$ cat src/rtl/instr_seq_pkg.sv
// Shared encodings for the instruction sequencer: FSM states, opcodes,
// datapath select values and branch condition codes.
package instr_seq_pkg;

  typedef enum logic [1:0] {
    ST_FETCH   = 2'd0,
    ST_EXEC    = 2'd1,
    ST_HALT    = 2'd2,
    ST_ILLEGAL = 2'd3
  } state_t;

  localparam logic [3:0] OP_IMM  = 4'h8;
  localparam logic [3:0] OP_LD   = 4'h9;
  localparam logic [3:0] OP_ST   = 4'hA;
  localparam logic [3:0] OP_BR   = 4'hB;
  localparam logic [3:0] OP_JMP  = 4'hC;
  localparam logic [3:0] OP_JSR  = 4'hD;
  localparam logic [3:0] OP_RTS  = 4'hE;
  localparam logic [3:0] OP_HALT = 4'hF;

  localparam logic [3:0] FS_IMM = 4'h2;
  localparam logic [1:0] MB_REG = 2'b00;
  localparam logic [1:0] MB_IMM = 2'b01;

  localparam logic [1:0] CC_Z = 2'd0;
  localparam logic [1:0] CC_N = 2'd1;
  localparam logic [1:0] CC_C = 2'd2;
  localparam logic [1:0] CC_V = 2'd3;

  function automatic logic cc_flag(input logic [1:0] cc, input logic v, input logic c,
                                   input logic n, input logic z);
    logic f;
    case (cc)
      CC_Z:    f = z;
      CC_N:    f = n;
      CC_C:    f = c;
      CC_V:    f = v;
      default: f = 1'b0;
    endcase
    return f;
  endfunction

endpackage

$ cat src/rtl/ret_stack.sv
// Return-address stack for JSR/RTS; only exists when INSTR_SEQ_STACK_EN is defined.
`ifdef INSTR_SEQ_STACK_EN
module ret_stack
  import instr_seq_pkg::*;
#(
  parameter int PC_W        = 6,
  parameter int STACK_DEPTH = 4
) (
  input  logic            clk,
  input  logic            reset_n,
  input  logic            push,
  input  logic            pop,
  input  logic [PC_W-1:0] push_data,
  output logic [PC_W-1:0] top,
  output logic            full,
  output logic            empty
);

  localparam int SP_W  = $clog2(STACK_DEPTH + 1);
  localparam int IDX_W = $clog2(STACK_DEPTH);

  logic [PC_W-1:0]  mem_r [STACK_DEPTH];
  logic [SP_W-1:0]  sp_r;
  logic [IDX_W-1:0] wr_idx_s;
  logic [IDX_W-1:0] rd_idx_s;

  assign full     = (sp_r == SP_W'(STACK_DEPTH));
  assign empty    = (sp_r == '0);
  assign wr_idx_s = IDX_W'(sp_r);
  assign rd_idx_s = IDX_W'(sp_r - SP_W'(1'b1));
  assign top      = empty ? '0 : mem_r[rd_idx_s];

  // Overflowing pushes and underflowing pops are ignored; the sequencer flags them.
  always_ff @(posedge clk or negedge reset_n) begin
    if (!reset_n) begin
      sp_r <= '0;
      for (int i = 0; i < STACK_DEPTH; i++) mem_r[i] <= '0;
    end else if (push && !full) begin
      mem_r[wr_idx_s] <= push_data;
      sp_r            <= sp_r + SP_W'(1'b1);
    end else if (pop && !empty) begin
      sp_r <= sp_r - SP_W'(1'b1);
    end else begin
      sp_r <= sp_r;
    end
  end

endmodule
`endif

$ cat src/rtl/instr_sequencer.sv
// Fetch/execute sequencer driving datapath controls from a 16-bit instruction.
// Define INSTR_SEQ_STACK_EN to enable JSR/RTS with a return stack.
module instr_sequencer
  import instr_seq_pkg::*;
#(
  parameter int DATA_W      = 16,
  parameter int PC_W        = 6,
  parameter int STACK_DEPTH = 4
) (
  input  logic              clk,
  input  logic              reset_n,
  output logic              rom_req,
  output logic [PC_W-1:0]   pc,
  input  logic              instr_valid,
  input  logic [15:0]       instr,
  input  logic              V,
  input  logic              C,
  input  logic              N,
  input  logic              Z,
  input  logic [DATA_W-1:0] bus_a,
  input  logic              mem_ready,
  output logic [3:0]        DR,
  output logic [3:0]        SA,
  output logic [3:0]        SB,
  output logic [3:0]        FS,
  output logic [1:0]        MB,
  output logic              MD,
  output logic              RW,
  output logic              MW,
  output logic [DATA_W-1:0] imdt,
  output logic              halted,
  output logic              stack_err,
  output logic [1:0]        state
);

  state_t          state_r, state_s;
  logic [PC_W-1:0] pc_r, pc_s, pc_inc_s, br_off_s;
  logic [15:0]     ir_r, ir_s;
  logic [3:0]      op_s;
  logic            unused_bus_bits;

`ifdef INSTR_SEQ_STACK_EN
  logic            err_r, err_s;
  logic            push_s, pop_s;
  logic            stk_full_s, stk_empty_s;
  logic [PC_W-1:0] stk_top_s;
`endif

  assign op_s            = ir_r[15:12];
  assign pc_inc_s        = pc_r + PC_W'(1'b1);
  assign br_off_s        = PC_W'($signed(ir_r[7:0]));
  assign unused_bus_bits = ^bus_a;

  // Architectural state: FSM, program counter, instruction register.
  always_ff @(posedge clk or negedge reset_n) begin
    if (!reset_n) begin
      state_r <= ST_FETCH;
      pc_r    <= '0;
      ir_r    <= '0;
`ifdef INSTR_SEQ_STACK_EN
      err_r   <= 1'b0;
`endif
    end else begin
      state_r <= state_s;
      pc_r    <= pc_s;
      ir_r    <= ir_s;
`ifdef INSTR_SEQ_STACK_EN
      err_r   <= err_s;
`endif
    end
  end

  // Next-state, next-pc and datapath control decode.
  always_comb begin
    state_s = state_r;
    pc_s    = pc_r;
    ir_s    = ir_r;
    FS      = 4'h0;
    MB      = MB_REG;
    MD      = 1'b0;
    RW      = 1'b0;
    MW      = 1'b0;
`ifdef INSTR_SEQ_STACK_EN
    err_s   = err_r;
    push_s  = 1'b0;
    pop_s   = 1'b0;
`endif
    case (state_r)
      ST_FETCH: begin
        if (instr_valid) begin
          ir_s    = instr;
          state_s = ST_EXEC;
        end else begin
          state_s = ST_FETCH;
        end
      end
      ST_EXEC: begin
        state_s = ST_FETCH;
        pc_s    = pc_inc_s;
        case (op_s)
          OP_IMM: begin
            FS = FS_IMM;
            MB = MB_IMM;
            RW = 1'b1;
          end
          // Memory ops stall in EXEC; the write strobe fires only on completion.
          OP_LD: begin
            MD = 1'b1;
            if (mem_ready) begin
              RW = 1'b1;
            end else begin
              state_s = ST_EXEC;
              pc_s    = pc_r;
            end
          end
          OP_ST: begin
            if (mem_ready) begin
              MW = 1'b1;
            end else begin
              state_s = ST_EXEC;
              pc_s    = pc_r;
            end
          end
          OP_BR: begin
            if (cc_flag(ir_r[9:8], V, C, N, Z)) pc_s = pc_r + br_off_s;
            else                                pc_s = pc_inc_s;
          end
          OP_JMP: pc_s = bus_a[PC_W-1:0];
          OP_JSR: begin
`ifdef INSTR_SEQ_STACK_EN
            if (stk_full_s) begin
              err_s   = 1'b1;
              state_s = ST_HALT;
              pc_s    = pc_r;
            end else begin
              push_s = 1'b1;
              pc_s   = PC_W'(ir_r[7:0]);
            end
`else
            pc_s = pc_inc_s;
`endif
          end
          OP_RTS: begin
`ifdef INSTR_SEQ_STACK_EN
            if (stk_empty_s) begin
              err_s   = 1'b1;
              state_s = ST_HALT;
              pc_s    = pc_r;
            end else begin
              pop_s = 1'b1;
              pc_s  = stk_top_s;
            end
`else
            pc_s = pc_inc_s;
`endif
          end
          OP_HALT: begin
            state_s = ST_HALT;
            pc_s    = pc_r;
          end
          default: begin
            FS = op_s;
            MB = MB_REG;
            RW = 1'b1;
          end
        endcase
      end
      ST_HALT: state_s = ST_HALT;
      default: state_s = ST_HALT;
    endcase
  end

`ifdef INSTR_SEQ_STACK_EN
  ret_stack #(
    .PC_W       (PC_W),
    .STACK_DEPTH(STACK_DEPTH)
  ) u_ret_stack (
    .clk      (clk),
    .reset_n  (reset_n),
    .push     (push_s),
    .pop      (pop_s),
    .push_data(pc_inc_s),
    .top      (stk_top_s),
    .full     (stk_full_s),
    .empty    (stk_empty_s)
  );
  assign stack_err = err_r;
`else
  assign stack_err = 1'b0;
`endif

  assign rom_req = reset_n & (state_r == ST_FETCH);
  assign pc      = pc_r;
  assign DR      = ir_r[11:8];
  assign SA      = ir_r[7:4];
  assign SB      = ir_r[3:0];
  assign imdt    = DATA_W'(ir_r[7:0]);
  assign halted  = (state_r == ST_HALT);
  assign state   = state_r;

endmodule

$ cat config.mk
export PLATFORM = sky130hd
export DESIGN_NAME = instr_sequencer
export DESIGN_NICKNAME = d
export VERILOG_FILES = /design/src/rtl/instr_seq_pkg.sv /design/src/rtl/ret_stack.sv /design/src/rtl/instr_sequencer.sv
export SDC_FILE = /design/constraint.sdc
export NUM_CORES = 1
export LEC_CHECK = 0
export ABC_AREA = 1
export BUFFER_PORTS_ARGS = -buffer_cell sky130_fd_sc_hd__buf_2
export CORE_AREA = 2 2 80 67
export CTS_CLUSTER_DIAMETER = 80
export DETAILED_ROUTE_END_ITERATION = 7
export DIE_AREA = 0 0 82 69
export MAX_ROUTING_LAYER = met4
export PLACE_DENSITY = 0.78
export SKIP_CTS_REPAIR_TIMING = 1
export SYNTH_ARGS = -nofsm -noshare
export SYNTH_HDL_FRONTEND = slang
export SYNTH_HIERARCHICAL = 1
export SYNTH_SLANG_ARGS = --single-unit
$ cat constraint.sdc
create_clock -name clk -period 1.64 [get_ports clk]
set_clock_uncertainty 0.05 [all_clocks]
set_input_delay 0.41 -clock clk [delete_from_list [all_inputs] [get_ports clk]]
set_output_delay 0.41 -clock clk [all_outputs]
set_load 0.02 [all_outputs]
# After elaboration in Yosys (flattened, before gate mapping)
# Cells that the tools add are included.
dict set report totals {
  ff_bits 24
  input_bits 40
  output_inout_bits 48
  elab_cells 49
}
dict set report op_classes {
  add_sub_neg 2
  n_eq_ne 14
  n_mux 21
  n_bitwise 2
  n_reduce_logical 7
}
# operator n
set ops {}
lappend ops {{equality test 4 bit (second input constant)} 8}
lappend ops {{case mux 6 bit (4 select lines)} 1}
lappend ops {{2-to-1 mux 1 bit} 12}
lappend ops {{2-to-1 mux 6 bit} 2}
lappend ops {{case mux 2 bit (2 select lines)} 2}
lappend ops {{case mux 4 bit (2 select lines)} 1}
lappend ops {{OR reduction 7 bit} 1}
lappend ops {{adder 6 x 1 -> 6 bit (second input constant)} 1}
lappend ops {{adder 6 bit} 1}
lappend ops {{equality test 2 bit (second input constant)} 3}
lappend ops {{OR reduction 6 bit} 1}
lappend ops {{equality test 2 x 1 -> 1 bit (second input constant)} 2}
lappend ops {{zero test 2 bit} 2}
lappend ops {{2-to-1 mux 4 bit} 1}
lappend ops {{case mux 1 bit (4 select lines)} 1}
lappend ops {{AND reduction 3 bit} 1}
lappend ops {{inequality test 2 x 1 -> 1 bit (second input constant)} 1}
lappend ops {{case mux 1 bit (2 select lines)} 1}
lappend ops {{AND reduction 2 bit} 1}
lappend ops {{OR reduction 2 bit} 1}
lappend ops {{bitwise AND 1 bit} 1}
lappend ops {{NOT 1 bit} 1}

# Depth between registers and ports, before layout
dict set report depth {
  word_depth 6
  mapped_depth 11
}

# Worst setup path before layout
# Ideal clock, no wire load.
dict set report synth_timing {
  path_type {register to register}
  from {register pc_r[0], in the netlist pc[0]}
  to {register pc_r[4], in the netlist pc[4]}
  setup_time_ns 0.073
  t_arrival_ns 1.787
  slack_ns -0.270
  path_stages_with_launch 9
  n_path_buf 0
  period_less_slack_ns 1.910
  cell_sequence {dfrtp_1 > ha_1 > inv_1 > fa_1 > nand3b_1 > a21o_1 > nand3_1 > nand2_1 > a21oi_2}
}
dict set report synth_via {
  elab_chain_cells 3
  elab_cells_between_ends 5
  classes_between {add/sub: 2; mux: 3}
}
# element line
set synth_rtl {}
lappend synth_rtl {{start: declaration} instr_sequencer.sv:37} ;# logic [PC_W-1:0] pc_r, pc_s, pc_inc_s, br_off_s;
lappend synth_rtl {{start signal: assignment} instr_sequencer.sv:65} ;# pc_r <= pc_s;
lappend synth_rtl {{adder 6 x 1 -> 6 bit / adder 6 bit (equally long branches)} {instr_sequencer.sv:50, instr_sequencer.sv:125}}
lappend synth_rtl {{2-to-1 mux 6 bit (on tied branches)} {instr_sequencer.sv:125, instr_sequencer.sv:109, instr_sequencer.sv:117}}
lappend synth_rtl {{case mux 6 bit (4 select lines) *} instr_sequencer.sv:100} ;# case (op_s)
# Mark *: on every way between the ends. The rest lies on a longest branch, timed or not. The select of a mux whose other input is x is not followed.
# A chain may end at the register's enable or synchronous reset.

# Worst setup path after layout
dict set report layout_timing {
  from {register ir_r[13]}
  to {output port FS[1]}
}
dict set report layout_via {
  elab_chain_cells 4
  elab_cells_between_ends 11
  classes_between {eq/ne: 8; mux: 2; reduce/logical: 1}
}
# element line
set layout_rtl {}
lappend layout_rtl {{start: declaration} instr_sequencer.sv:38} ;# logic [15:0] ir_r, ir_s;
lappend layout_rtl {{start signal: assignment} instr_sequencer.sv:66} ;# ir_r <= ir_s;
lappend layout_rtl {{equality test 4 bit} instr_sequencer.sv:100}
lappend layout_rtl {{OR reduction 7 bit (no source line)} n/a}
lappend layout_rtl {{case mux 4 bit (2 select lines) *} instr_sequencer.sv:100}
lappend layout_rtl {{2-to-1 mux 4 bit *} instr_sequencer.sv:88} ;# case (state_r)
lappend layout_rtl {{end: declaration} instr_sequencer.sv:25} ;# output logic [3:0] FS,
# Mark *: on every way between the ends. The rest lies on a longest branch, timed or not.

==> metrics.md <==
| Metric | Value |
|---|---|
| Min cycle time layout | `1.80 ns` |
| Synth warn | `6` |
| GR Util met2 | `25.6%` |
| DRC Markers | `0` |
| Hold crit path type | `primary input to async pin` |
| RSZ-0062 raised after global routing | `true` |
| Tcrit/Tclk final | `110%` |
| Pint | `0.00271 W` |
| Reg power frac | `21.4%` |
| Via density per instance | `4.61` |
| Main synth FF type | `dfrtp_1` |
| Combinational cell fraction of total power | `68.5%` |
| Port Buffers | `66` |
| Die area | `5660 sq um` |
| Place WS | `-0.0890 ns` |
| Fmax | `0.554 GHz` |
| Cell Pwr Density | `2170 nW/um^2` |
| Register Area | `604 sq um` |
| Worst EP required | `1.18 ns` |
| Syn_area_per_cell | `7.81 sq um` |
| Final Setup Violations | `7` |
| TritonCTS clock tree | `done` |
| Max cap viols | `0` |
| Initial antenna violation count | `0` |
| Switching Share | `48.9%` |
| Maximum root-to-sink buffer count | `2` |
| Placed Cells | `366` |
| Setup ws final | `-0.165 ns` |
| Met3 Use GR | `2.88%` |
| Share of layout cells above drive strength 1 | `49.8%` |
| First-pass GRT wire length | `6.80 mm` |
| Synthesis-to-finish area growth | `29.9%` |
| Clock Sinks | `24` |
| Worst path arrival time | `1.34 ns` |
| FF+latch count, synth | `24` |
| Leak | `1.26 nW` |
| Cell Chain, Critical Path | `inv_2 -> nand2_2 -> o21ai_1 -> nand3_1 -> a21oi_2 -> buf_4` |
| CORE AREA | `4830 sq um` |
| Synth Cell Area | `1880 sq um` |
| Post-route ant nets | `0` |
| DIE WIDTH | `82 um` |
| ANT cells | `0` |
| Mean routed wirelength per cell | `11.6 um` |
| Register clock-pin slew on the reported worst setup and hold paths | `0.10 ns` |
| Row count | `23` |
| Post-synth EDFFs | `0` |
| Final Non-Filler Cells | `375` |
| Met1 Use GR | `20.1%` |
| Synth Instances | `241` |
| Final nets | `361` |
| Top area cells in the synthesized netlist | `dfrtp_1 32%, buf_4 12%, nand2_1 9.6%` |
| Psw | `0.00259 W` |
| CP Capture Type | `primary output` |
| Top Ports | `88` |
| Critical path class | `flop to primary output` |
| Synth cell types | `31` |
| Grt peak-use layer | `met2` |
| GR Util All Layers | `15.6%` |
| Hold Worst Slack | `0.0739 ns` |
| Failing checks | `setup timing` |
| Vias in the first global route | `1575` |
| Gpl congestion | `0.915` |
| Starting density of the core | `38.9%` |
| Maximum VDD drop | `0.00109 V` |
| CP max-delay cell | `dfrtp_1` |
| Share of Yosys cell area claimed by the top area cell type | `31.9%` |
| Sequential area share after synthesis | `31.9%` |
| Worst skew pair latency | `0.27 ns` |
| DP HPWL | `3.38 mm` |
| Hold Fails Final Rpt | `0` |
| Via count | `1727` |
| TritonRoute pass-1 iters | `4` |
| # fillers | `468` |
| DRT iter0 DRCs | `76` |
| Clk pwr share | `10.2%` |
| TritonCTS Buffers | `3` |
| CP max FO | `3` |
| Yosys top cell by area | `dfrtp_1` |
| Multi-input gate area | `1050 sq um` |
| H-tree depth | `1` |
| Gr ovfl total | `0` |
| Slew Limit Fails | `0` |
| FFs w/ async S/R, synth | `100%` |
| Setup crit start kind | `flop` |
| Routed WL | `4.33 mm` |
| Slowest stage delay, CP | `0.41 ns` |
| Pin count of the biggest net entering global routing | `25` |
| Die height | `69 um` |
| Root buffer cell | `clkbuf_8` |
| Status | `finished with violations` |
[per-layer routing]
| layer | share of wire, % | vias to the layer above |
|---|---|---|
| met3 | 6.8 | 2 |
| li1 | - | 874 |
| met2 | 48 | 59 |
| met5 | 0 | - |
| met4 | 0.42 | 0 |
| met1 | 45 | 792 |
[cell usage after synthesis, drive strengths merged (3+ instances only)]
cell type  number
nor3            4
inv            26
ha              6
dfrtp          24
o21ai           5
xor2            3
mux2            8
a21oi          20
nand3          20
buf            33
nor2           30
nand2          54
[power by group through the flow]
stage                     registers (W)  logic, W  clock network, W
final                           0.00113   0.00363          0.000540
after global routing            0.00118   0.00402          0.000575
after CTS                       0.00112   0.00340          0.000553
after detailed placement        0.00113   0.00338                 0
after global placement          0.00112   0.00331                 0
after floorplan                 0.00130   0.00244                 0
[state kept, by name (all words and copies together) (netlist names)]
name / count
ir_r: 16
pc: 6
state: 2
[through the flow]
| stage | cell area, sq um | TNS [ns] | util [%] | total power, W |
|---|---|---|---|---|
| 6_report | 2440 | -0.673 | 50.5 | 0.00530 |
| 5_1_grt | 2440 | -1.44 | 50.5 | 0.00578 |
| 4_1_cts | 2350 | -1.44 | 48.7 | 0.00508 |
| 3_5_place_dp | 2280 | -0.164 | 47.2 | 0.00452 |
| 3_3_place_gp | 2280 | -0.0144 | 47.2 | 0.00443 |
| 2_1_floorplan | 1970 | -0.117 | - | 0.00375 |
[kinds of logic (layout without fill, tap and decap cells)]
family                     count (synthesis)  count (layout)  synth area share (%)
AOI/OAI and AO/OA                         26              26                  8.24
xor gates and xnor gates                   4               4                  1.86
adders and majority gates                  7               7                  5.05
buffers and inverters                     59             121                  18.4
DFF                                       24              24                  31.9
muxes                                      8               8                  4.79
other                                      1              11                 0.199
and+or+nand+nor                          112             112                  29.6
[layout make-up]
type / instances / area share, %
multi-input combinational: 168 / 43.1
sequential: 24 / 24.7
timing repair buffer: 91 / 21.9
inverter: 26 / 4.20
tap: 62 / 3.17
clock buffer: 3 / 1.69
clock inverter: 1 / 1.23
[final timing paths]
path / to / startpoint / cells past startpoint / slack [ns]
max: FS[1] / ir_r[13] / 6 / -0.16
min: ir_r[12] / reset_n / 2 / 0.07
max reg2reg: pc[4] / ir_r[0] / 8 / 0.01
min reg2reg: ir_r[10] / ir_r[10] / 1 / 0.46
max in group asynchronous: ir_r[14] / reset_n / 2 / 1.20
min in group clk: ir_r[3] / instr[3] / 2 / 0.31
[cell usage in the layout, fill, tap and decap left out, drive strengths merged, types with 3 or more instances in the layout]
cell type,synthesis,final
nor2,30,30
nand3,20,20
xor2,3,3
buf,33,91
dfrtp,24,24
conb,1,11
nor3,4,4
nand2,54,54
inv,26,26
ha,6,6
a21oi,20,20
clkbuf,0,3
o21ai,5,5
mux2,8,8
[critical path, delay by kind of cell (launching register included)]
family / cells / cell delay [ns]
AO/OA/AOI/OAI: 2 / 0.24
buffers and inverters: 2 / 0.24
flip-flops: 1 / 0.41
AND/OR/NAND/NOR: 2 / 0.19
No activity file was read; power rests on OpenSTA's default activity.
